`src/rtl/contador_pkg.sv`:
```
// ============================================================================
// Module      : contador_pkg
// Description : Shared types and constants for the contador_vaivem_param
//               counter family: the count-mode encoding and the direction
//               flag values.
// Revision    : 1.0 - initial release
// ============================================================================
`default_nettype none
`timescale 1ns/1ps

package contador_pkg;

  // Count mode selected on the modo input
  typedef enum logic [1:0] {
    MODO_VAIVEM  = 2'b00,  // bounce between the endpoints
    MODO_CRESC   = 2'b01,  // count up, wrap max -> min
    MODO_DECRESC = 2'b10,  // count down, wrap min -> max
    MODO_PARADO  = 2'b11   // stopped, state holds
  } modo_t;

  // Direction flag values driven on sentido
  localparam logic SENTIDO_CRESC   = 1'b0;
  localparam logic SENTIDO_DECRESC = 1'b1;

endpackage

`default_nettype wire

```
`src/rtl/contador_prox.sv`:
```
// ============================================================================
// Module      : contador_prox
// Description : Purely combinational next-state logic for the
//               contador_vaivem_param counter. It produces the next counter
//               value, direction and endpoint flag from the current state,
//               the mode, the enable and the programmed limits.
// Ports       : en_i        step enable
//               modo_i      count mode (see contador_pkg::modo_t)
//               lim_min_i   lower endpoint (inclusive)
//               lim_max_i   upper endpoint (inclusive)
//               saida_i     current counter value
//               sentido_i   current direction (0 up, 1 down)
//               saida_d_o   next counter value
//               sentido_d_o next direction
//               limite_d_o  next endpoint flag
// Revision    : 1.0 - initial release
// ============================================================================
`default_nettype none
`timescale 1ns/1ps

module contador_prox
  import contador_pkg::*;
#(
  parameter int WIDTH = 4
) (
  input  logic             en_i,
  input  logic [1:0]       modo_i,
  input  logic [WIDTH-1:0] lim_min_i,
  input  logic [WIDTH-1:0] lim_max_i,
  input  logic [WIDTH-1:0] saida_i,
  input  logic             sentido_i,
  output logic [WIDTH-1:0] saida_d_o,
  output logic             sentido_d_o,
  output logic             limite_d_o
);

  modo_t            modo;
  logic [WIDTH-1:0] lo;
  logic [WIDTH-1:0] hi;
  logic [WIDTH-1:0] inc;
  logic [WIDTH-1:0] dec;
  logic             fora;
  logic             sobe;

  assign modo = modo_t'(modo_i);
  assign lo   = lim_min_i;
  // An inverted range collapses onto lim_min
  assign hi   = (lim_min_i > lim_max_i) ? lim_min_i : lim_max_i;
  assign inc  = saida_i + WIDTH'(1);
  assign dec  = saida_i - WIDTH'(1);
  assign fora = (saida_i < lo) || (saida_i > hi);

  // Bounce travels up unless already sitting on the upper endpoint, and
  // turns around from the lower endpoint even if the flag still says down.
  // This keeps a mode change that lands on an endpoint from stepping out
  // of range.
  assign sobe = ((sentido_i == SENTIDO_CRESC)   && (saida_i != hi)) ||
                ((sentido_i == SENTIDO_DECRESC) && (saida_i == lo));

  always_comb begin
    saida_d_o   = saida_i;
    sentido_d_o = sentido_i;
    limite_d_o  = 1'b0;
    if (!en_i || (modo == MODO_PARADO)) begin
      // hold, endpoint flag drops
    end else if (fora) begin
      // Snap back into range without stepping
      if (modo == MODO_DECRESC) begin
        saida_d_o   = hi;
        sentido_d_o = SENTIDO_DECRESC;
      end else begin
        saida_d_o   = lo;
        sentido_d_o = SENTIDO_CRESC;
      end
    end else begin
      case (modo)
        MODO_VAIVEM: begin
          if (lo == hi) begin
            // Single-point range: value stays put and is always terminal
            limite_d_o = 1'b1;
          end else if (sobe) begin
            saida_d_o   = inc;
            sentido_d_o = (inc == hi) ? SENTIDO_DECRESC : SENTIDO_CRESC;
            limite_d_o  = (inc == hi);
          end else begin
            saida_d_o   = dec;
            sentido_d_o = (dec == lo) ? SENTIDO_CRESC : SENTIDO_DECRESC;
            limite_d_o  = (dec == lo);
          end
        end
        MODO_CRESC: begin
          sentido_d_o = SENTIDO_CRESC;
          saida_d_o   = (saida_i == hi) ? lo : inc;
          limite_d_o  = (saida_i == hi) ? (lo == hi) : (inc == hi);
        end
        MODO_DECRESC: begin
          sentido_d_o = SENTIDO_DECRESC;
          saida_d_o   = (saida_i == lo) ? hi : dec;
          limite_d_o  = (saida_i == lo) ? (lo == hi) : (dec == lo);
        end
        default: begin
        end
      endcase
    end
  end

endmodule

`default_nettype wire

```
`src/rtl/contador_vaivem_param.sv`:
```
// ============================================================================
// Module      : contador_vaivem_param
// Description : Parametrised up/down counter with runtime range, selectable
//               mode (bounce, up-wrap, down-wrap, stop), enable and a
//               registered endpoint flag. All outputs are registered.
//               Optional feature macro: CONTADOR_CARGA_EN adds a synchronous
//               parallel load (carga_i / valor_carga_i) that overrides
//               en_i and modo_i.
// Ports       : clk_i          rising-edge clock
//               rst_ni         asynchronous active-low reset
//               carga_i        load strobe        (CONTADOR_CARGA_EN only)
//               valor_carga_i  value to load      (CONTADOR_CARGA_EN only)
//               en_i           step enable
//               modo_i         count mode
//               lim_min_i      lower endpoint (inclusive)
//               lim_max_i      upper endpoint (inclusive)
//               saida_o        counter value
//               sentido_o      direction (0 up, 1 down)
//               limite_o       terminal endpoint reached on last step
// Revision    : 1.0 - initial release
// ============================================================================
`default_nettype none
`timescale 1ns/1ps

module contador_vaivem_param
  import contador_pkg::*;
#(
  parameter int WIDTH = 4
) (
  input  logic             clk_i,
  input  logic             rst_ni,
`ifdef CONTADOR_CARGA_EN
  input  logic             carga_i,
  input  logic [WIDTH-1:0] valor_carga_i,
`endif
  input  logic             en_i,
  input  logic [1:0]       modo_i,
  input  logic [WIDTH-1:0] lim_min_i,
  input  logic [WIDTH-1:0] lim_max_i,
  output logic [WIDTH-1:0] saida_o,
  output logic             sentido_o,
  output logic             limite_o
);

  logic [WIDTH-1:0] saida_q;
  logic [WIDTH-1:0] saida_d;
  logic             sentido_q;
  logic             sentido_d;
  logic             limite_q;
  logic             limite_d;

  contador_prox #(
    .WIDTH (WIDTH)
  ) u_prox (
    .en_i        (en_i),
    .modo_i      (modo_i),
    .lim_min_i   (lim_min_i),
    .lim_max_i   (lim_max_i),
    .saida_i     (saida_q),
    .sentido_i   (sentido_q),
    .saida_d_o   (saida_d),
    .sentido_d_o (sentido_d),
    .limite_d_o  (limite_d)
  );

  always_ff @(posedge clk_i or negedge rst_ni) begin
    if (!rst_ni) begin
      saida_q   <= '0;
      sentido_q <= SENTIDO_CRESC;
      limite_q  <= 1'b0;
    end else begin
`ifdef CONTADOR_CARGA_EN
      if (carga_i) begin
        // Load keeps the direction; range is re-checked on the next step
        saida_q  <= valor_carga_i;
        limite_q <= 1'b0;
      end else begin
        saida_q   <= saida_d;
        sentido_q <= sentido_d;
        limite_q  <= limite_d;
      end
`else
      saida_q   <= saida_d;
      sentido_q <= sentido_d;
      limite_q  <= limite_d;
`endif
    end
  end

  assign saida_o   = saida_q;
  assign sentido_o = sentido_q;
  assign limite_o  = limite_q;

endmodule

`default_nettype wire

```
`config.mk`:
```
export PLATFORM = sky130hd
export DESIGN_NAME = contador_vaivem_param
export DESIGN_NICKNAME = d
export VERILOG_FILES = /design/src/rtl/contador_pkg.sv /design/src/rtl/contador_prox.sv /design/src/rtl/contador_vaivem_param.sv
export SDC_FILE = /design/constraint.sdc
export NUM_CORES = 1
export LEC_CHECK = 0
export BUFFER_PORTS_ARGS = -buffer_cell sky130_fd_sc_hd__buf_2
export CORE_AREA = 4 4 72 74
export DETAILED_ROUTE_END_ITERATION = 8
export DIE_AREA = 0 0 76 78
export PLACE_DENSITY = 0.6
export SLEW_MARGIN = 5
export SYNTH_ARGS = -nofsm -noshare
export SYNTH_HDL_FRONTEND = slang
export SYNTH_SLANG_ARGS = --single-unit
```
`constraint.sdc`:
```
create_clock -name clk_i -period 2.4 [get_ports clk_i]
set_input_delay 0.24 -clock clk_i [delete_from_list [all_inputs] [get_ports clk_i]]
set_output_delay 0.24 -clock clk_i [all_outputs]
set_load 0.01 [all_outputs]
```
### Yosys cells after proc, flatten, opt, wreduce, memory -nomap -nowiden

Cells that the tools add are included.
Widths: inputs -> output; s select.

| cells by class | value |
|---|---|
| equal/unequal tests | 10 |
| reduce and logical (&&, ||, !) cells | 9 |
| bitwise operators | 2 |
| multiply operators | 0 |
| multiplexer cells | 22 |
| div/mod/pow operators | 0 |
| order comparisons | 3 |
| $add $sub $neg | 2 |
| shift operators | 0 |

Operators by type and width:

| cell | number |
|---|---|
| $mux 4 | 7 |
| $eq 4x4->1 | 5 |
| $mux 1 | 12 |
| $pmux 4 s3 | 1 |
| $gt 4x4->1 | 2 |
| $pmux 1 s3 | 2 |
| $add 4x1->4 const B | 1 |
| $eq 2x2->1 const B | 2 |
| $lt 4x4->1 | 1 |
| $ne 4x4->1 | 1 |
| $reduce_bool 4->1 | 1 |
| $sub 4x1->4 const B | 1 |
| $logic_or 1x1->1 | 3 |
| $ne 3x2->1 const B | 1 |
| $reduce_and 3->1 | 1 |
| $eq 2x1->1 const B | 1 |
| $logic_and 1x1->1 | 2 |
| $logic_not 2->1 | 1 |
| $not 1->1 | 2 |
| $logic_not 1->1 | 1 |

| word-level totals | value |
|---|---|
| memory bits (read-only) | 0 |
| bits in registers | 6 |
| bits in latches | 0 |
| RAM bits | 0 |
| bits of input ports | 13 |
| memories kept | 0 |

### Depth between registers and ports, before layout

Gate-level depths: netlist of the first run.

| logic depth | value |
|---|---|
| depth after elaboration | 10 |
| gate-level depth with buffers | 16 |
| depth with buffers taken out | 15 |

### Cells and area by module

Synthesis of the first run repeated with hierarchy kept, for this count alone.

| unflattened totals | value |
|---|---|
| cells, all modules | 162 |
| area, all modules | 1222.4 um2 |

Modules (own cells, without submodules):

| module | area an instance (um2) | sequential area each (um2) | cells each | times used |
|---|---|---|---|---|
| contador_prox | 1072.3 | 0.0 | 156 | 1 |
| contador_vaivem_param | 150.1 | 150.1 | 6 | 1 |

### Worst setup path before layout of the first run

Ideal clock, no wire load.

| timing path | value |
|---|---|
| path kind | input to register |
| start point | input port lim_max_i[1] |
| end point | register saida_q[2] (netlist: saida_o[2]) |
| arrival | 3.296 ns |
| required time | 2.275 ns |
| stages | 15 |
| library setup time | 0.125 ns |
| setup slack | -1.021 ns |
| path through | inv_1 ha_1 nor2b_4 o211ai_1 a21oi_1 mux2_2 ha_1 and4_1 buf_2 mux2i_2 mux2i_1 xor2_1 a21oi_1 a22o_1 mux2_2 |

| on the way | value |
|---|---|
| word-level cells in the longest chain between the ends | 9 |

Ends and longest elaborated chain:

| element | line | source |
|---|---|---|
| start: declaration | contador_vaivem_param.sv:39 | `input logic [WIDTH-1:0] lim_max_i,` |
| $gt 4x4->1 | contador_prox.sv:48 | `assign hi = (lim_min_i > lim_max_i) ? lim_min_i : lim_max_i;` |
| $mux 4 (*) | contador_prox.sv:48 |  |
| $ne 4x4->1 | contador_prox.sv:57 | `assign sobe = ((sentido_i == SENTIDO_CRESC) && (saida_i != hi)) \|\|` |
| $logic_and 1x1->1 | contador_prox.sv:57 |  |
| $logic_or 1x1->1 | contador_prox.sv:57 |  |
| $mux 4 | contador_prox.sv:81 | `end else if (sobe) begin` |
| $mux 4 | contador_prox.sv:78 | `if (lo == hi) begin` |
| $pmux 4 s3 | contador_prox.sv:76 | `case (modo)` |
| $mux 4 | contador_prox.sv:66 | `end else if (fora) begin` |
| end signal: assignment | contador_vaivem_param.sv:83 | `saida_q <= saida_d;` |
| end: declaration | contador_vaivem_param.sv:45 | `logic [WIDTH-1:0] saida_q;` |

Every way passes the cells marked *; elsewhere a longest branch is shown, timed or not. The select of a mux whose other input is x is not followed.
A chain may end at the register's enable or synchronous reset.

### Worst setup path after layout of the first run

Ends and elaborated chain as after synthesis.

==> results of run 1 <==
[cell usage after synthesis, drive strengths merged]
master	number	area share (%)
ha	18	17
inv	17	4.8
a21oi	16	6.6
nand2	10	2.8
xor2	8	5.3
nor2	7	2.0
o21ai	7	2.7
dfrtp	6	11
mux2i	6	4.8
nor3	5	1.9
o211ai	5	2.8
xnor2	5	3.3
a211oi	4	2.7
mux2	4	3.4
nor2b	4	2.5
a21o	3	1.8
a31oi	3	1.4
and3	3	1.4
and4	3	2.1
clkbuf	3	0.85
nand4	3	1.4
o21a	3	1.7
a221oi	2	1.3
a22oi	2	1.1
a32o	2	1.6
a32oi	2	1.3
nand3	2	0.76
o22ai	2	0.95
a221o	1	0.76
a22o	1	0.66
a311oi	1	1.1
and2	1	0.47
and4b	1	0.76
buf	1	0.38
nand2b	1	0.47
nor4	1	0.47
o211a	1	0.76
o31ai	1	0.57
o41ai	1	0.66
or4	1	0.85
[state kept, by name (all words and copies together), names as in the netlist]
register / flops
saida_o: 4
limite_o: 1
sentido_o: 1
[area by class of cell]
type,instances,area share (%)
timing repair buffer,62,21.6
tap,54,3.27
sequential,6,7.26
multi-input combinational,140,62.6
clock buffer,3,2.00
inverter,17,3.33
[kinds of logic after synthesis]
kind of cell	count (synthesis)
fa+ha+maj	18
simple gates	42
mux	10
buf+inv	21
flops	6
xor+xnor	13
compound gates	57
[what timing repair did]
item,in CTS,in global routing
pin swaps,15,16
setup buffers,4,2
hold buffers,1,0
setup endpoints to repair,6,6
resized for setup,25,9
cloned,0,0
hold endpoints to repair,6,0
[worst max-delay path: cells and delay by family]
family                   cells  cell delay (ps)
AO/OA/AOI/OAI                4              690
multiplexers                 3              680
buffers and inverters        3              290
adder cells (fa/ha/maj)      2              490
XOR/XNOR                     1              160
AND/OR/NAND/NOR              3              490
[power breakdown]
| part | internal (mW) | switching (mW) |
|---|---|---|
| registers | 0.146 | 0.0556 |
| clock network | 0.107 | 0.0403 |
| logic | 0.911 | 0.967 |
| total | 1.16 | 1.06 |
[worst max-delay path by stage]
stage | depth (start not counted) | startpoint | endpoint
after global routing | 15 | lim_min_i[0] | saida_o[2]
after global placement | 15 | lim_max_i[3] | saida_o[2]
after floorplan | 14 | lim_min_i[1] | saida_o[2]
after detailed placement | 14 | lim_max_i[3] | saida_o[2]
after CTS | 16 | lim_max_i[1] | saida_o[2]
final | 16 | lim_max_i[1] | saida_o[2]
[layout by cell type, fill, tap and decap left out, drive strengths merged, types with 2 or more instances in the layout]
| master | n |
|---|---|
| and4 | 3 |
| a22oi | 2 |
| a31oi | 3 |
| xnor2 | 5 |
| a32o | 2 |
| clkbuf | 3 |
| a21oi | 16 |
| o22ai | 2 |
| and3 | 3 |
| nand2 | 10 |
| nand3 | 2 |
| mux2i | 6 |
| a32oi | 2 |
| xor2 | 8 |
| nor3 | 5 |
| nand4 | 3 |
| o21a | 3 |
| a21o | 3 |
| inv | 17 |
| ha | 18 |
| nor2 | 7 |
| a221oi | 2 |
| a211oi | 4 |
| o21ai | 7 |
| buf | 61 |
| o211ai | 5 |
| nor2b | 4 |
| dfrtp | 6 |
| mux2 | 4 |
[through the flow]
step	setup slack (ps)	instances	power [mW]	cell area, um^2
2_1_floorplan	-728	167	1.27	1390
3_3_place_gp	-883	272	1.81	1800
3_5_place_dp	-909	272	1.83	1800
4_1_cts	-507	280	2.14	2000
5_1_grt	-682	282	2.40	2070
6_report	-534	282	2.23	2070
[per-layer routing]
| layer | part of all wire, % | wire, um | up-vias |
|---|---|---|---|
| met5 | 0 | 0 | - |
| met4 | 1.9 | 88 | 0 |
| met3 | 3.9 | 180 | 7 |
| met2 | 51 | 2330 | 31 |
| met1 | 43 | 1990 | 754 |
| li1 | - | - | 751 |
==> flow_summary.toml, run 1 <==
[sta]
hold_viol = 0
postLayoutSetupSlackWorst_ps = -534
slew_viol_final = 0
setup_tns_ps = -2650
timing.fmax_mhz = 341
tightest_slew_ps = 869
slew-limit-headroom_pct = 41.3
timing.hold.ws_ps = 366
setup_viol = 6
fin_crit_sh_pct = 122
period_needed_ps = 2930
rsz0062_at_grt = "true"
skew_ps = 1.67

[synth]
syn_inst = 167
synth_xor_area_share_pct = 8.63
syn_nets = 198
muxShareOfSynthArea_pct = 8.25
yosysWarnings = 0
syn_avg_cell_area_um2 = 7.90
synthAdderAreaFrac_pct = 17.1
synth_cell_types = 48
synth-seq-cells = 6
synthSimpleGateAreaFrac_pct = 17.9
synth_top_family_by_area = "compound AO/OA/AOI/OAI gates"
synth-seq-area-share_pct = 11.4
synth-compound-area-share_pct = 30.6
netlist_area_mm2 = 0.00132

[setup_path]
crit_path_frequent_cell = "ha_4"
slowest_delay_ps = 280
r2r_slack_ps = -60
cp_max_fo = 6
arrival_ps = 3030
path_class = "in -> reg"
critPathCaptureType = "register"
reg2regPathDepth = 8
crit_slowest_cell = "a32o_2"
start_kind = "primary input"
crit-reg2reg-launch = "saida_o[1]"
crit_chain = "buf_8, inv_6, ha_4, nor2b_4, o211ai_1, buf_4, a32o_2, nor2_2, ha_4, and4_4, mux2i_4, mux2i_1, xor2_1, a21oi_1, a22o_1, mux2_2"
rr_endpoint = "limite_o"
required_ps = 2500

[placed_design]
portBuffers = 18
finalWeightedCongestion = 1.01
dp_hpwl_um = 3570

[route]
dr.pass1.iters = 4
vias_per_cell = 5.47
post_drt_wl_per_cell_um = 16.3
drt_iter0_drc = 53
vias = 1543
drt_wl_total_um = 4590
ant_nets = 0
drc_errors = 0

[global_route]
use_met1_pct = 18.0
antenna_found_initial = 0
overflow = 0
grtUsageTotal_pct = 14.8
met2_usage_pct = 27.4
grt_pass1_vias = 1530
met3_usage_pct = 1.74
top_usage_layer = "met2"
grt_max_degree = 11
grt_pass1_wl_um = 7270

[clock_tree]
tritoncts = "built"
cts_buffer_depth = 2
clkSinkCount = 6
clk_latency_ps = 220
clk_pin_slew_ps = 40
cts-root-buf = "clkbuf_8"
htreeDepth = 1
numCtsBuffers = 3

[finish]
ff_latch_area_um2 = 150
multi_input_area_mm2 = 0.00129
antenna_cells = 0
drive_gt1_share_pct = 45.6
syn_to_final_growth_pct = 56.8
fin_util_pct = 45.0
fillers = 443
final_nets = 261

[floorplan]
start_util_pct = 28.7
die_w_um = 76
fp-row-count = 25
dieHeight_um = 78
dieArea_mm2 = 0.00593
core_area_mm2 = 0.00460
io_pins = 19

[flow_run]
drv_cap = 0

[outcome]
status = "finished with violations"
violations = "setup timing"

[power_and_ir_drop]
p_leak_nw = 0.945
powerDensity_mw_per_mm2 = 1080
peakVddDrop_uv = 389

[worst_hold_path]
hp-class = "in -> async"
No activity file was read; power rests on OpenSTA's default activity.
==> run 2: changes to the inputs <==
--- a/config.mk
+++ b/config.mk
@@ -6,11 +6,13 @@
 export NUM_CORES = 1
 export LEC_CHECK = 0
 export BUFFER_PORTS_ARGS = -buffer_cell sky130_fd_sc_hd__buf_2
-export CORE_AREA = 4 4 72 74
+export CORE_AREA = 4 4 69 71
 export DETAILED_ROUTE_END_ITERATION = 8
-export DIE_AREA = 0 0 76 78
-export PLACE_DENSITY = 0.6
+export DIE_AREA = 0 0 73 75
+export MAX_ROUTING_LAYER = met4
+export PLACE_DENSITY = 0.61
 export SLEW_MARGIN = 5
 export SYNTH_ARGS = -nofsm -noshare
 export SYNTH_HDL_FRONTEND = slang
+export SYNTH_HIERARCHICAL = 1
 export SYNTH_SLANG_ARGS = --single-unit
==> flow_summary.toml, run 2 <==
[outcome]
status = "finished with violations"
violations = "setup timing"

[clock_tree]
tritoncts = "built"
htreeDepth = 1
numCtsBuffers = 3
cts_buffer_depth = 2
cts-root-buf = "clkbuf_8"
clkSinkCount = 6
clk_latency_ps = 220
clk_pin_slew_ps = 40

[finish]
fin_area_mm2 = 0.00197
final_nets = 245
largest_reg_flops = 4
mostFrequentLayoutCells = "buf_4, buf_2, nor2_1"
final_common_cell = "buf_4"
antenna_cells = 0
drive_gt1_share_pct = 44.0
syn_to_final_growth_pct = 61.0

[setup_path]
reg2regPathDepth = 9
path_class = "in -> reg"
r2r_slack_ps = 70
required_ps = 2500
cp_top_family = "multiplexers"
start_kind = "primary input"
startpoint = "lim_max_i[1]"
path_buf_inv = 2
crit_slowest_cell = "mux2_4"
rr_endpoint = "saida_o[2]"
slowest_delay_ps = 350
cp_max_fo = 4
crit-reg2reg-launch = "saida_o[0]"
critPathCaptureType = "register"
crit_chain = "buf_8, inv_8, ha_4, nor2b_4, o211ai_2, a21oi_4, mux2_4, ha_4, nand4_1, mux2_4, mux2i_1, nor3_2, xor2_1, a2111oi_4, nor2_1"
arrival_ps = 2910

[placed_design]
portBuffers = 18
finalWeightedCongestion = 0.869
place_area_mm2 = 0.00164
dp_hpwl_um = 3040

[power_and_ir_drop]
internal_power_mw = 1.06
clock_power_share_pct = 7.4
combPwrFrac_pct = 81.7
seqPwrFrac_pct = 10.9
p_leak_nw = 0.881
switching_share_pct = 47.5
p_sw_mw = 0.958
powerDensity_mw_per_mm2 = 1020
peakVddDrop_uv = 727

[synth]
synth_edf_count = 0
synth-seq-cells = 6
netlist_area_mm2 = 0.00122
yosysWarnings = 6
syn_avg_cell_area_um2 = 7.55
netlist.area_leader.share_pct = 14.3
synth.most_common_cell = "nor2_1"
syn_inst = 162
synth_ff_type = "dfrtp_1"
synth_common_cells = "nor2_1, ha_1, nand2_1, a21oi_1"
synth_area_leader_cell = "ha_1"
async_flop_share_pct = 100
syn_nets = 189
synth-seq-area-share_pct = 12.3
synth_cell_types = 39
synth_area_leaders = "ha_1, dfrtp_1, xor2_1, xnor2_1, a21oi_1"

[global_route]
grt_pass1_wl_um = 6510
met3_usage_pct = 1.87
antenna_found_initial = 0
grt_pass1_vias = 1383
top_usage_layer = "met2"
grtUsageTotal_pct = 15.5
grt_max_degree = 14
overflow = 0
met2_usage_pct = 25.7
use_met1_pct = 20.2

[sta]
period_needed_ps = 2800
slew-limit-headroom_pct = 66.4
skew_ps = 3.69
timing.hold.ws_ps = 388
postLayoutSetupSlackWorst_ps = -404
setup_viol = 6
fin_crit_sh_pct = 117
hold_viol = 0
timing.fmax_mhz = 357
rsz0062_at_grt = "true"
tightest_slew_ps = 503
slew_viol_final = 0

[floorplan]
dieArea_mm2 = 0.00548
dieHeight_um = 75
die_w_um = 73
io_pins = 19
fp-row-count = 24
start_util_pct = 28.9
core_area_mm2 = 0.00423

[flow_run]
drv_cap = 0

[route]
vias = 1440
drc_errors = 0
post_drt_wl_per_cell_um = 15.8
dr.pass1.iters = 4
ant_nets = 0
drt_iter0_drc = 68
vias_per_cell = 5.37
drt_wl_total_um = 4220

[worst_hold_path]
hp-class = "in -> async"
[run 2: cell count changes after synthesis, sizes merged, moves of 3 or more]
cell,delta
nor2,+8
inv,-7
clkbuf,+4
ha,-4
a211o,+3
a211oi,+3
a21oi,-3
a31oi,-3
and3,-3
nand2,+3
o21a,-3
o21ai,+3
[run 2: worst max path at each step]
stage / to / slack, ps / cells after the start
after floorplan: saida_o[2] / -490 / 14
after global placement: saida_o[1] / -690 / 16
after detailed placement: saida_o[2] / -780 / 15
after CTS: saida_o[2] / -440 / 15
after global routing: saida_o[2] / -540 / 16
final: saida_o[2] / -400 / 15
[run 2: timing repair]
action	in CTS	in global routing
hold buffers	1	0
endpoints found under the hold margin	6	0
buffers inserted	6	5
endpoints found under the setup margin	6	6
pin swaps	15	11
gates resized for setup	12	22
[run 2: layout make-up]
type / instances / area (um^2)
inverters: 10 / 45.0
flip-flops and latches: 6 / 150
well taps: 52 / 65.1
fillers: 402 / 2270
repair buffers: 59 / 440
clock buffers: 3 / 41.3
multi-input cells: 138 / 1230
[run 2: worst register-to-register path, cell delays in order (launching register included)]
cell       delay [ps]
dfrtp_1           360
inv_1             210
ha_1              320
and4_1            220
mux2_4            300
mux2i_1           210
nor3_2             70
xor2_1            180
a2111oi_4         280
nor2_1             60
[run 2: logic make-up (layout without fill, tap and decap cells)]
group / Yosys count / in the layout / synth area share [%]
muxes: 10 / 10 / 8.80
AOI/OAI and AO/OA: 47 / 47 / 25.8
xor gates and xnor gates: 17 / 17 / 12.2
buffers and inverters: 18 / 72 / 5.63
DFF: 6 / 6 / 12.3
and+or+nand+nor: 50 / 50 / 21.0
adders and majority gates: 14 / 14 / 14.3
[run 2: routing by layer]
| metal | share of wire (%) | routed length [um] |
|---|---|---|
| met4 | 1.1 | 48 |
| met1 | 45 | 1880 |
| met3 | 5.6 | 237 |
| met2 | 49 | 2050 |
| met5 | 0 | 0 |
[run 2: power by group through the flow]
stage / Combinational [mW] / Clock (mW) / Sequential, mW
detailed placement: 1.35 / 0 / 0.209
floorplan: 0.902 / 0 / 0.218
global placement: 1.35 / 0 / 0.210
finish: 1.65 / 0.149 / 0.220
global route: 1.79 / 0.165 / 0.227
CTS: 1.42 / 0.154 / 0.208
[run 2: per-stage QoR]
step,power (mW),setup TNS (ps),setup WS [ps],util [%],cells
finish,2.02,-2220,-404,46.5,268
global route,2.19,-3020,-538,46.5,268
CTS,1.78,-2130,-438,41.9,263
detailed placement,1.55,-3970,-777,38.7,253
global placement,1.56,-3680,-692,38.7,253
floorplan,1.12,-2140,-488,-,162
